--- src/rtl/fifomem_mc.sv ---
// Multi-channel single-clock FIFO buffer memory.
// NCH logical FIFOs share one NCH*DEPTH-word array. Each channel owns a fixed
// DEPTH-word region addressed as {channel, ptr[ASIZE-1:0]}.
// The block also keeps per-channel pointers, occupancy and flags, a registered
// read port with a valid strobe, and sticky overflow/underflow flags.
//
// Handshake: a write is accepted when wen=1 and the selected channel is not full.
// A read is accepted when ren=1 and the selected channel is not empty.
// Both decisions use the flags at the start of the cycle, so a same-channel
// push/pop never writes through to a full channel and never bypasses an empty one.
// An accepted read presents its word on rdata with rvalid=1 in the next cycle.
// Otherwise rvalid drops and rdata holds its last value.
module fifomem_mc #(
    parameter int ASIZE = 4,
    parameter int DSIZE = 8,
    parameter int CSIZE = 2
) (
    input  logic                              wclk,
    input  logic                              wrst_n,
    input  logic                              wen,
    input  logic [CSIZE-1:0]                  wch,
    input  logic [DSIZE-1:0]                  wdata,
    input  logic                              ren,
    input  logic [CSIZE-1:0]                  rch,
    output logic [DSIZE-1:0]                  rdata,
    output logic                              rvalid,
    output logic [(2**CSIZE)-1:0]             full,
    output logic [(2**CSIZE)-1:0]             empty,
    output logic [(2**CSIZE)*(ASIZE+1)-1:0]   count,
    output logic                              ovf,
    output logic                              udf,
    input  logic                              clr_err
);

    localparam int NCH   = 2**CSIZE;
    localparam int DEPTH = 2**ASIZE;
    localparam int PW    = ASIZE + 1;

    // Shared storage array (not reset)
    logic [DSIZE-1:0] mem [NCH*DEPTH];

    logic [PW-1:0]    wptr_q [NCH];
    logic [PW-1:0]    wptr_d [NCH];
    logic [PW-1:0]    rptr_q [NCH];
    logic [PW-1:0]    rptr_d [NCH];
    logic [PW-1:0]    cnt    [NCH];

    logic [DSIZE-1:0] rdata_q,  rdata_d;
    logic             rvalid_q, rvalid_d;
    logic             ovf_q,    ovf_d;
    logic             udf_q,    udf_d;

    logic             wr_ok;
    logic             rd_ok;
    logic [CSIZE+ASIZE-1:0] waddr;
    logic [CSIZE+ASIZE-1:0] raddr;

    // Occupancy and flags, derived purely from the registered pointers
    always_comb begin
        count = '0;
        full  = '0;
        empty = '0;
        for (int i = 0; i < NCH; i++) begin
            cnt[i]             = wptr_q[i] - rptr_q[i];
            full[i]            = (cnt[i] == PW'(DEPTH));
            empty[i]           = (cnt[i] == '0);
            count[i*PW +: PW]  = cnt[i];
        end
    end

    // Accept/reject decisions and array addresses for this cycle
    always_comb begin
        wr_ok = wen & ~full[wch];
        rd_ok = ren & ~empty[rch];
        waddr = {wch, wptr_q[wch][ASIZE-1:0]};
        raddr = {rch, rptr_q[rch][ASIZE-1:0]};
    end

    // Next-state: pointer advance, read port, sticky error flags
    always_comb begin
        for (int i = 0; i < NCH; i++) begin
            wptr_d[i] = wptr_q[i];
            rptr_d[i] = rptr_q[i];
        end
        if (wr_ok) begin
            wptr_d[wch] = wptr_q[wch] + PW'(1);
        end
        if (rd_ok) begin
            rptr_d[rch] = rptr_q[rch] + PW'(1);
        end
        rdata_d  = rd_ok ? mem[raddr] : rdata_q;
        rvalid_d = rd_ok;
        // A new error in the same cycle as clr_err takes priority
        ovf_d    = (ovf_q & ~clr_err) | (wen & full[wch]);
        udf_d    = (udf_q & ~clr_err) | (ren & empty[rch]);
    end

    // State registers with asynchronous active-low reset
    always_ff @(posedge wclk or negedge wrst_n) begin
        if (!wrst_n) begin
            for (int i = 0; i < NCH; i++) begin
                wptr_q[i] <= '0;
                rptr_q[i] <= '0;
            end
            rdata_q  <= '0;
            rvalid_q <= 1'b0;
            ovf_q    <= 1'b0;
            udf_q    <= 1'b0;
        end else begin
            for (int i = 0; i < NCH; i++) begin
                wptr_q[i] <= wptr_d[i];
                rptr_q[i] <= rptr_d[i];
            end
            rdata_q  <= rdata_d;
            rvalid_q <= rvalid_d;
            ovf_q    <= ovf_d;
            udf_q    <= udf_d;
        end
    end

    // Storage write port; a rejected write leaves the array untouched
    always_ff @(posedge wclk) begin
        if (wr_ok) begin
            mem[waddr] <= wdata;
        end
    end

    assign rdata  = rdata_q;
    assign rvalid = rvalid_q;
    assign ovf    = ovf_q;
    assign udf    = udf_q;

endmodule
--- config.mk ---
export PLATFORM = sky130hd
export DESIGN_NAME = fifomem_mc
export DESIGN_NICKNAME = d
export VERILOG_FILES = /design/src/rtl/fifomem_mc.sv
export SDC_FILE = /design/constraint.sdc
export NUM_CORES = 1
export LEC_CHECK = 0
export CORE_MARGIN = 5
export CORE_UTILIZATION = 40
export CTS_BUF_LIST = sky130_fd_sc_hd__clkbuf_2 sky130_fd_sc_hd__clkbuf_4 sky130_fd_sc_hd__clkbuf_8
export DETAILED_ROUTE_END_ITERATION = 8
export GPL_TIMING_DRIVEN = 0
export MAX_ROUTING_LAYER = met4
export SETUP_SLACK_MARGIN = 0.15
export SLEW_MARGIN = 30
export SYNTH_ARGS = -nofsm -noshare
export SYNTH_HDL_FRONTEND = slang
export SYNTH_SLANG_ARGS = --single-unit
--- constraint.sdc ---
create_clock -name wclk -period 4 [get_ports wclk]
set_clock_uncertainty 0.15 [all_clocks]
set_input_delay 0.8 -clock wclk [delete_from_list [all_inputs] [get_ports wclk]]
set_output_delay 0.8 -clock wclk [all_outputs]
set_load 0.05 [all_outputs]
==> impl_metrics.ini <==
[outcome]
status = complete, but fails checks
violations = design-rule violations

[pwr]
power_uw = 22400
p_seq_share_pct = 31.9
powerDensity_nw_per_um2 = 781
combPwrFrac_pct = 45.2
p_sw_uw = 9550
clock_power_share_pct = 22.9
intPower_uw = 12800
p_sw_share_pct = 42.7
leakage_uw = 0.00991
ir_drop_uv = 1260

[worst_setup_path]
cp_max_fo = 4
r2r_start = rptr_q[1]
critical_path_class = register to output port
worstPathRequired_ns = 3.05
crit_family = adder cells
cp.arrival_ns = 2.85
setup.worst_path.start_class = register
regToRegSetupSlack_ns = 0.22
r2r-end = rdata[1]
cp_cell_sequence = inv_4 -> ha_4 -> fa_2 -> inv_2 -> nor3_4 -> nor4b_4 -> o22ai_2 -> inv_1 -> buf_6
critPathBufInv = 4
end_kind = output port
crit_slowest_cell = fa_2
slowest_delay_ns = 0.52
r2r_cells = 9

[synth]
synth_area_per_cell_um2 = 14.4
synth_top_area_share_pct = 64.9
syn_area_um2 = 23700
synth-edff-count = 512
ys.flop_type = edfxtp_1
yosys_warnings = 0
synthArstFlopShare_pct = 9.06
synth-seq-cells = 563
synth_nets = 1687
postSynthCellCount = 1648
ys_seq_area_share_pct = 70.3
synthTopCellsByArea = edfxtp_1 (65%), dfrtp_1 (5.4%), nand2_1 (3.6%), mux2i_1 (3.0%), mux4_2 (2.3%)
yosys.area.top_type = edfxtp_1
yosysUniqueCellTypes = 56

[final_layout]
regArea_um2 = 16700
fillerInstances = 5039
fin_nets = 1894
multi_input_area_um2 = 7200
area_delta_synth_final_pct = 20.9
stdcell_count = 2705
drive_above_1_share_pct = 24.2

[routing]
drtPass1Iterations = 8
drt-initial-drc-count = 1909
ant_nets = 0
route.detailed.drc = 1
vias = 15700
finalWirelength_um = 72500
via_per_inst = 5.82
wire_per_inst_um = 26.8

[global_routing]
grt_util_met3_pct = 5.75
antenna_found_initial = 2
grt_max_degree = 54
grt_busiest_layer = met2
grt-ovfl-total = 0
grt_pass1_vias = 15400
grt_util_all_layers_pct = 23.0
grt_pass1_wl_um = 105000
grt_use_met1_pct = 31.2
met2_usage_pct = 34.9

[floorplanning]
die_x_um = 253
rows = 89
io_pins = 56
die_h_um = 253
fp.dieArea_um2 = 64200
core-area_um2 = 58900
start_util_pct = 40.2

[sta]
max_slew_margin_pct = 34.8
fin_crit_ns = 3.80
final_max_slew_viol_count = 0
finalSetupViolCount = 0
rsz0062_at_grt = true
max_freq_ghz = 0.263
timing.final.crit_share_pct = 95.0
fin_ws_ns = 0.199
hold_viol_final = 0
tightest_slew_ns = 0.978

[placed_design]
place_ws_ns = -1.01
io_buffers = 51
globalplace.congestion = 0.890
hpwl_um = 50100
dpl.cell_count = 2484

[min_path]
hold_class = input pin to register
holdPathStages = 1
min_to = mem[15][5]
min-delay-start = wdata[5]

[clocking]
clk_pin_slew_ns = 0.06
worstSkewPairLatency_ns = 0.69
clock_path_buffers = 3
cts_buffers = 92
cts_root_buf = clkbuf_8
htreeDepth = 3
cts_tree = done
cts_sinks = 563

[job]
drv_cap = 0
worst reg2reg max path, stage by stage (launching register included):
cell	delay, ns
dfrtp_2	0.46
inv_2	0.23
mux4_2	0.35
buf_2	0.23
clkbuf_1	0.42
clkbuf_1	0.65
a31oi_1	0.22
o211ai_1	0.24
nand4_1	0.30
o32a_1	0.43
power groups by stage:
stage          logic, µW  registers [µW]  clock network [µW]
2_1_floorplan       5710            7280                   0
3_3_place_gp        9110            7250                   0
3_5_place_dp        9250            7240                   0
4_1_cts             9710            7120                5170
5_1_grt            10600            7170                5460
6_report           10100            7140                5110
state kept, by name, summed over array words and instances (netlist names):
name,flops
rvalid,1
wptr_q,20
mem,512
ovf,1
rptr_q,20
udf,1
rdata,8
logic make-up (layout without fill, tap and decap cells):
| family | count (synthesis) | in the layout | synth area share (%) |
|---|---|---|---|
| AOI/OAI and AO/OA | 256 | 256 | 7.75 |
| muxes | 130 | 130 | 7.02 |
| DFF | 563 | 563 | 70.3 |
| adders and majority gates | 22 | 22 | 1.29 |
| buffers and inverters | 143 | 425 | 2.71 |
| and+or+nand+nor | 513 | 513 | 10.2 |
| other | 0 | 2 | 0 |
| xor gates and xnor gates | 21 | 21 | 0.776 |
cells in the mapped netlist, drive strengths merged, types with 2 or more instances:
cell and instances:
edfxtp 512, nand2 228, mux2i 73, nor2b 72, a211oi 64, nand3 61
nor2 60, dfrtp 51, inv 49, buf 48, clkbuf 46, a31oi 44
mux2 33, nor3 29, o21ai 29, a32oi 25, o22ai 25, mux4 24
nand4 23, ha 18, xnor2 15, o211ai 14, a21oi 8, a311oi 8
nor4b 7, o2111ai 7, o32a 7, nor3b 6, or3 6, xor2 6
a21boi 5, a221oi 5, nand2b 5, and3 4, fa 4, nor4 4
o211a 4, o21a 4, a2111oi 2, a22o 2, and2 2, nand4b 2
or2 2
worst max-delay path by stage:
stage | start | endpoint | slack, ns | cells past startpoint
after floorplan | wptr_q[0] | mem[15][0] | -0.07 | 10
after global placement | wch[1] | mem[7][2] | -1.79 | 7
after detailed placement | wch[1] | mem[28][7] | -1.01 | 7
after CTS | wptr_q[15] | full[0] | 0.14 | 9
after global routing | wptr_q[10] | full[1] | 0.07 | 9
final | wptr_q[10] | full[1] | 0.20 | 9
cells in the final DEF, fill, tap and decap left out, types with 14 or more instances in the layout:
cell type and count:
buf_2 26, clkbuf_4 40, nor2_4 23, nand4_1 23, mux2i_1 72, mux4_2 24, clkbuf_1 36, buf_4 61
nor2b_1 72, nor3_4 20, buf_12 16, clkdlybuf4s50_1 25, nand2_1 227, nor2_1 21, clkbuf_8 100, nor2_2 16
edfxtp_1 512, inv_1 39, dfrtp_1 46, o22ai_1 17, nand3_1 59, a31oi_1 43, mux2_2 31, ha_1 14
o21ai_0 29, a211oi_1 64, a32oi_1 25, o211ai_1 14
through the flow:
stage,hold slack [ns],TNS [ns],instance area (µm²),utilization [%]
after floorplan,0.321,-3.64,23800,-
after global placement,0.345,-396.55,25300,43.0
after detailed placement,0.348,-375.43,25600,43.5
after CTS,0.286,0,28400,48.3
after global routing,0.288,0,28600,48.6
final,0.328,0,28600,48.6
area by class of cell:
type | count | area share [%]
diodes | 2 | 0.0175
plain buffers | 93 | 1.83
clock buffers | 140 | 5.85
clock inverters | 29 | 0.673
inverters | 49 | 0.660
multi-input cells | 942 | 25.1
flip-flops and latches | 563 | 58.2
well taps | 773 | 3.38
repair buffers | 114 | 4.29
per-layer routing:
layer | part of all wire [%] | up-vias
met4 | 2.7 | 0
li1 | - | 6766
met3 | 10 | 143
met2 | 47 | 845
met5 | 0 | -
met1 | 40 | 7985
what timing repair did:
| action | CTS | global route |
|---|---|---|
| hold endpoints to repair | 21 | 0 |
| resized for setup | 195 | 42 |
| buffers inserted | 38 | 12 |
| pin swaps | 26 | 15 |
| setup endpoints to repair | 554 | 243 |
| hold buffers | 1 | 0 |
(Power assumes the default switching activity.)
==> edit 1: new RTL, same settings <==
Register the output `count`, cleared by the reset; this adds one clock of latency there. The other outputs are not delayed to match.
--- a/src/rtl/fifomem_mc.sv
+++ b/src/rtl/fifomem_mc.sv
@@ -38,2 +38,4 @@
 
+    logic [(2**CSIZE)*(ASIZE+1)-1:0] count_d;
+
     // Shared storage array (not reset)
@@ -59,3 +61,3 @@
     always_comb begin
-        count = '0;
+        count_d = '0;
         full  = '0;
@@ -66,3 +68,3 @@
             empty[i]           = (cnt[i] == '0);
-            count[i*PW +: PW]  = cnt[i];
+            count_d[i*PW +: PW]  = cnt[i];
         end
@@ -132,2 +134,10 @@
 
+    always_ff @(posedge wclk or negedge wrst_n) begin
+        if (!wrst_n) begin
+            count <= '0;
+        end else begin
+            count <= count_d;
+        end
+    end
+
 endmodule
Formal check against the unedited RTL: not equivalent (a bounded check fails within 4 cycles, from zero or initial values and one cycle with wrst_n low).
==> edit 1 against the original RTL <==
- critical endpoint is now rdata[6]$_DFFE_PN0P_
- count of clock-buffer cells in the layout down 2
- critical path depth unchanged
- synthesized area up 1.9%
- power down 2.1%
- cell area down 0.17%
- hold slack better by 12 ps
- sequential cell count up 20
- wire length up 0.92%
- setup slack worse by 130 ps
- largest power group unchanged
==> edit 1: results (changes against the original RTL) <==
Synth
  – Syn Nets: 1651 (-2.1%)
  – Post-synthesis cell count: 1612 (-2.2%)
  – Netlist cell types: 66 (+18%)
  – Yosys warnings: 0 (unchanged)
  – Post-synth ARST share: 12.2% (+3.1 points)
  – Most frequent cells after synthesis: edfxtp_1 (512), nand2_1 (217), mux2i_1 (170)
  – EDFF count, synth: 512 (unchanged)
  – Seq/Total Area, Yosys: 71.0% (+0.77 points)
  – Largest cells by area after synthesis: edfxtp_1 (64%), dfrtp_1 (7.4%), mux2i_1 (7.0%), nand2_1 (3.4%), mux4_2 (1.6%)

Clocking
  – Root buf cell: clkbuf_8
  – Clock-pin slew on the worst setup and hold paths: 60 ps (about the same)
  – Cts bufs inserted: 96 (+4.3%)
  – Clock latency on the worst-skew pair: 700 ps

Final layout
  – Final cell count without fillers: 2673 (-1.2%)
  – Fraction of layout cells with a size suffix above 1: 23.7% (-0.53 points)
  – Final net count: 1853 (-2.2%)
  – Reg with most FFs: mem

Placed design
  – Pre-CTS setup slack: -1310 ps (-302 ps)
  – HPWL after DPL: 48.8 mm (-2.6%)
  – Post-Place Cell Area: 25800 um2 (+0.61%)
  – GPL Wtd Cong: 0.953 (+7.1%)
  – PortBufs: 53 (+3.9%)
  – Placed cell count: 2452 (-1.3%)

Critical path
  – Max incr delay on CP: 680 ps (+160 ps)
  – Worst EP arrival: 4350 ps (+1500 ps)
  – Critical path fanouts, max: 10 (+6)
  – Cell family with most CP delay: buffers and inverters
  – CP max stage cell: mux4_2

Detailed routing
  – 1st-iter DRT viols: 1766 (-7.5%)
  – DRT Pass-1 Iters: 6 (-2)
  – Via count: 15300 (-3.0%)
  – Routed Wire Length: 73.2 mm (+0.92%)

Pwr
  – VDD IR max: 0.000347 V (-73%)
  – Lkg Pwr: 10.1 nW (+2.2%)

Run status
  – Status: finished clean

Timing
  – Max_slew headroom: 30.7% (-4.1 points)

Global routing
  – First-pass GRT wire length: 103 mm (-1.7%)
  – Largest net degree at the start of global routing: 65 (+20%)
  – Overall Global Routing Usage: 22.3% (-0.78 points)
  – Initial antenna violation count: 1 (-1)

Hold path
  – Worst hold path type: input pin to flip-flop
[edit 1: cell types whose count changed in the layout (fill, tap and decap cells not counted), sizes merged, moves of 20 or more]
cell / unedited run / this run
a211oi: 64 / 18
a21oi: 8 / 38
a31oi: 44 / 13
dfrtp: 51 / 71
mux2i: 73 / 170
nor2: 60 / 93
nor2b: 72 / 13
nor3: 29 / 7
[edit 1: kinds of logic (layout without fill, tap and decap cells)]
kind of cell,Yosys count,in the layout,synth area share [%]
flops,583,583,71.0
simple gates,453,453,8.70
mux,224,224,10.4
compound gates,179,179,5.44
buf+inv,125,402,2.20
xor+xnor,26,26,0.943
fa+ha+maj,22,22,1.26
other cells,0,2,0
[edit 1: path summary, 6_finish.rpt]
| check | startpoint | to | slack (ps) | depth (start not counted) |
|---|---|---|---|---|
| worst max-delay path | rch[0] | rdata[6]$_DFFE_PN0P_ | 70 | 9 |
| worst min-delay path | wdata[5] | mem[62][5]$_DFFE_PP_ | 340 | 1 |
| worst max register to register | rptr_q[1]$_DFFE_PN0P_ | rdata[7]$_DFFE_PN0P_ | 130 | 8 |
| worst min register to register | udf$_DFF_PN0_ | udf$_DFF_PN0_ | 390 | 2 |
| max in group asynchronous | wrst_n | rptr_q[18]$_DFFE_PN0P_ | 2660 | 3 |
| min in group asynchronous | wrst_n | wptr_q[12]$_DFFE_PN0P_ | 420 | 2 |
[edit 1: layout make-up]
class,count,area (um2)
Tap cell,782,978
Timing Repair Buffer,104,1050
Buffer,82,429
Inverter,43,166
Sequential cell,583,17200
Clock buffer,138,1680
Clock inverter,35,173
Multi-Input combinational cell,904,6960
Antenna cell,2,5.00
Fill cell,5174,31400
[edit 1: metal layers]
layer | share of wire (%) | GRT usage (%) | vias to the layer above | wire, um
li1 | - | - | 6544 | -
met1 | 40 | 28.5 | 7723 | 29000
met2 | 45 | 33.1 | 827 | 33200
met3 | 11 | 7.11 | 174 | 7840
met4 | 4.3 | 9.04 | 0 | 3130
met5 | 0 | - | - | 0
[edit 1: what timing repair did]
action	in CTS	in global routing
gates resized for setup	181	50
endpoints found under the hold margin	27	0
setup endpoints to repair	524	312
pin swaps	16	14
hold buffers	1	0
buffers inserted	30	15
[edit 1: report_power, final]
part | switching [mW] | leakage, nW | total (mW) | internal, mW
combinational | 6.04 | 3.68 | 9.40 | 3.36
clock | 2.38 | 0.980 | 5.08 | 2.70
sequential | 0.297 | 5.46 | 7.42 | 7.12
total | 8.72 | 10.1 | 21.9 | 13.2
==> edit 2: new RTL, config.mk and constraints unchanged <==
Made on the original files. Set the parameter `CSIZE` to 1 (it was 2).
--- a/src/rtl/fifomem_mc.sv
+++ b/src/rtl/fifomem_mc.sv
@@ -15,3 +15,3 @@
     parameter int DSIZE = 8,
-    parameter int CSIZE = 2
+    parameter int CSIZE = 1
 ) (
Ports: changed (5 resized); port bits go from 56 to 40. The function was not compared with the original's and may differ.
==> edit 2 against the original RTL <==
- register-to-register slack got worse by 100 ps
- non-clock buffer count decreased by 123
- largest cell class unchanged
- utilization decreased by 1.1 points
- sequential cell count decreased by 276
- via count decreased by 51%
- synthesized area decreased by 49%
- die area decreased by 47%
- hold slack improved by 14 ps
- clock power decreased by 49%
- sequential share of layout area increased by 1.7 points
- cell area decreased by 51%
- setup slack got worse by 120 ps
- power decreased by 49%
- wire length decreased by 55%
==> edit 2: results (changes against the original RTL) <==
Synth
  – Seq/Total Area, Yosys: 69.8% (-0.50 points)
  – Post-synth ARST share: 10.8% (+1.7 points)
  – Most frequent cells after synthesis: edfxtp_1 (256), nand2_1 (160), nand3_1 (75)
  – Synth Area in Adders: 1.67% (+0.38 points)
  – Syn Nets: 896 (-47%)
  – Largest cells by area after synthesis: edfxtp_1 (63%), dfrtp_1 (6.4%), nand2_1 (5.0%), mux2i_1 (4.6%), nand3_1 (3.1%)

Critical path
  – Setup crit start: rptr_q[5]$_DFFE_PN0P_
  – Worst EP arrival: 2970 ps (+120 ps)
  – Critical Path Sink: full[0]
  – Critical path fanouts, max: 8 (+4)
  – CP max stage cell: or4b_1

Clocking
  – H-tree levels: 2 (-1)
  – Clock latency on the worst-skew pair: 570 ps (-120 ps)

Global routing
  – First-pass GRT wire length: 48.3 mm (-54%)
  – Overall Global Routing Usage: 19.7% (-3.3 points)
  – GR Util met2: 30.4% (-4.5 points)
  – Largest net degree at the start of global routing: 33 (-39%)

Run status
  – Status: finished clean

Detailed routing
  – DRT Pass-1 Iters: 5 (-3)
  – 1st-iter DRT viols: 775 (-59%)
  – Routed Wire Length: 32.4 mm (-55%)
  – Via-to-Cell Ratio: 5.54 (-4.7%)

Placed design
  – HPWL after DPL: 21.4 mm (-57%)
  – GPL Wtd Cong: 0.917 (+3.0%)
  – PortBufs: 37 (-27%)

Timing
  – Max_slew headroom: 28.7% (-6.1 points)

Final layout
  – Fraction of layout cells with a size suffix above 1: 18.1% (-6.1 points)
  – Inserted Diodes: 0 (-2)

Hold path
  – Worst hold path type: flip-flop to flip-flop
## edit 2: routing by layer
metal	vias to the layer above	wire, um
li1	3426	-
met1	3767	13400
met2	376	14900
met3	92	2810
met4	0	1290
met5	-	0
## edit 2: kinds of logic (layout without fill, tap and decap cells)
| group | Yosys count | count (layout) |
|---|---|---|
| xor+xnor | 16 | 16 |
| mux | 82 | 82 |
| compound gates | 84 | 84 |
| buf+inv | 67 | 193 |
| fa+ha+maj | 15 | 15 |
| simple gates | 315 | 315 |
| flops | 287 | 287 |
## edit 2: layout make-up
cell class | count | area [um2]
Sequential cell | 287 | 8460
Buffer | 44 | 250
Timing Repair Buffer | 40 | 364
Tap cell | 390 | 488
Inverter | 23 | 91.3
Clock inverter | 15 | 101
Clock buffer | 71 | 877
Multi-Input combinational cell | 512 | 3510
Fill cell | 2630 | 15700
## edit 2: per-stage QoR
step	instance area, um2	power (mW)	TNS, ps
after floorplan	12100	7.08	0
after global placement	13000	8.72	-89360
after detailed placement	13000	8.80	-42150
after CTS	14000	11.4	0
after global routing	14100	12.1	-2720
final	14100	11.5	0
## edit 2: timing repair
action,in CTS,in global routing
endpoints found under the hold margin,9,0
pin swaps,0,1
setup endpoints to repair,121,265
hold buffers,1,0
gates resized for setup,35,37
buffers inserted,0,1
## edit 2: report_power, final
part	total [mW]	switching, mW	internal, mW
sequential	3.79	0.225	3.56
combinational	5.10	3.42	1.67
clock	2.63	1.16	1.47
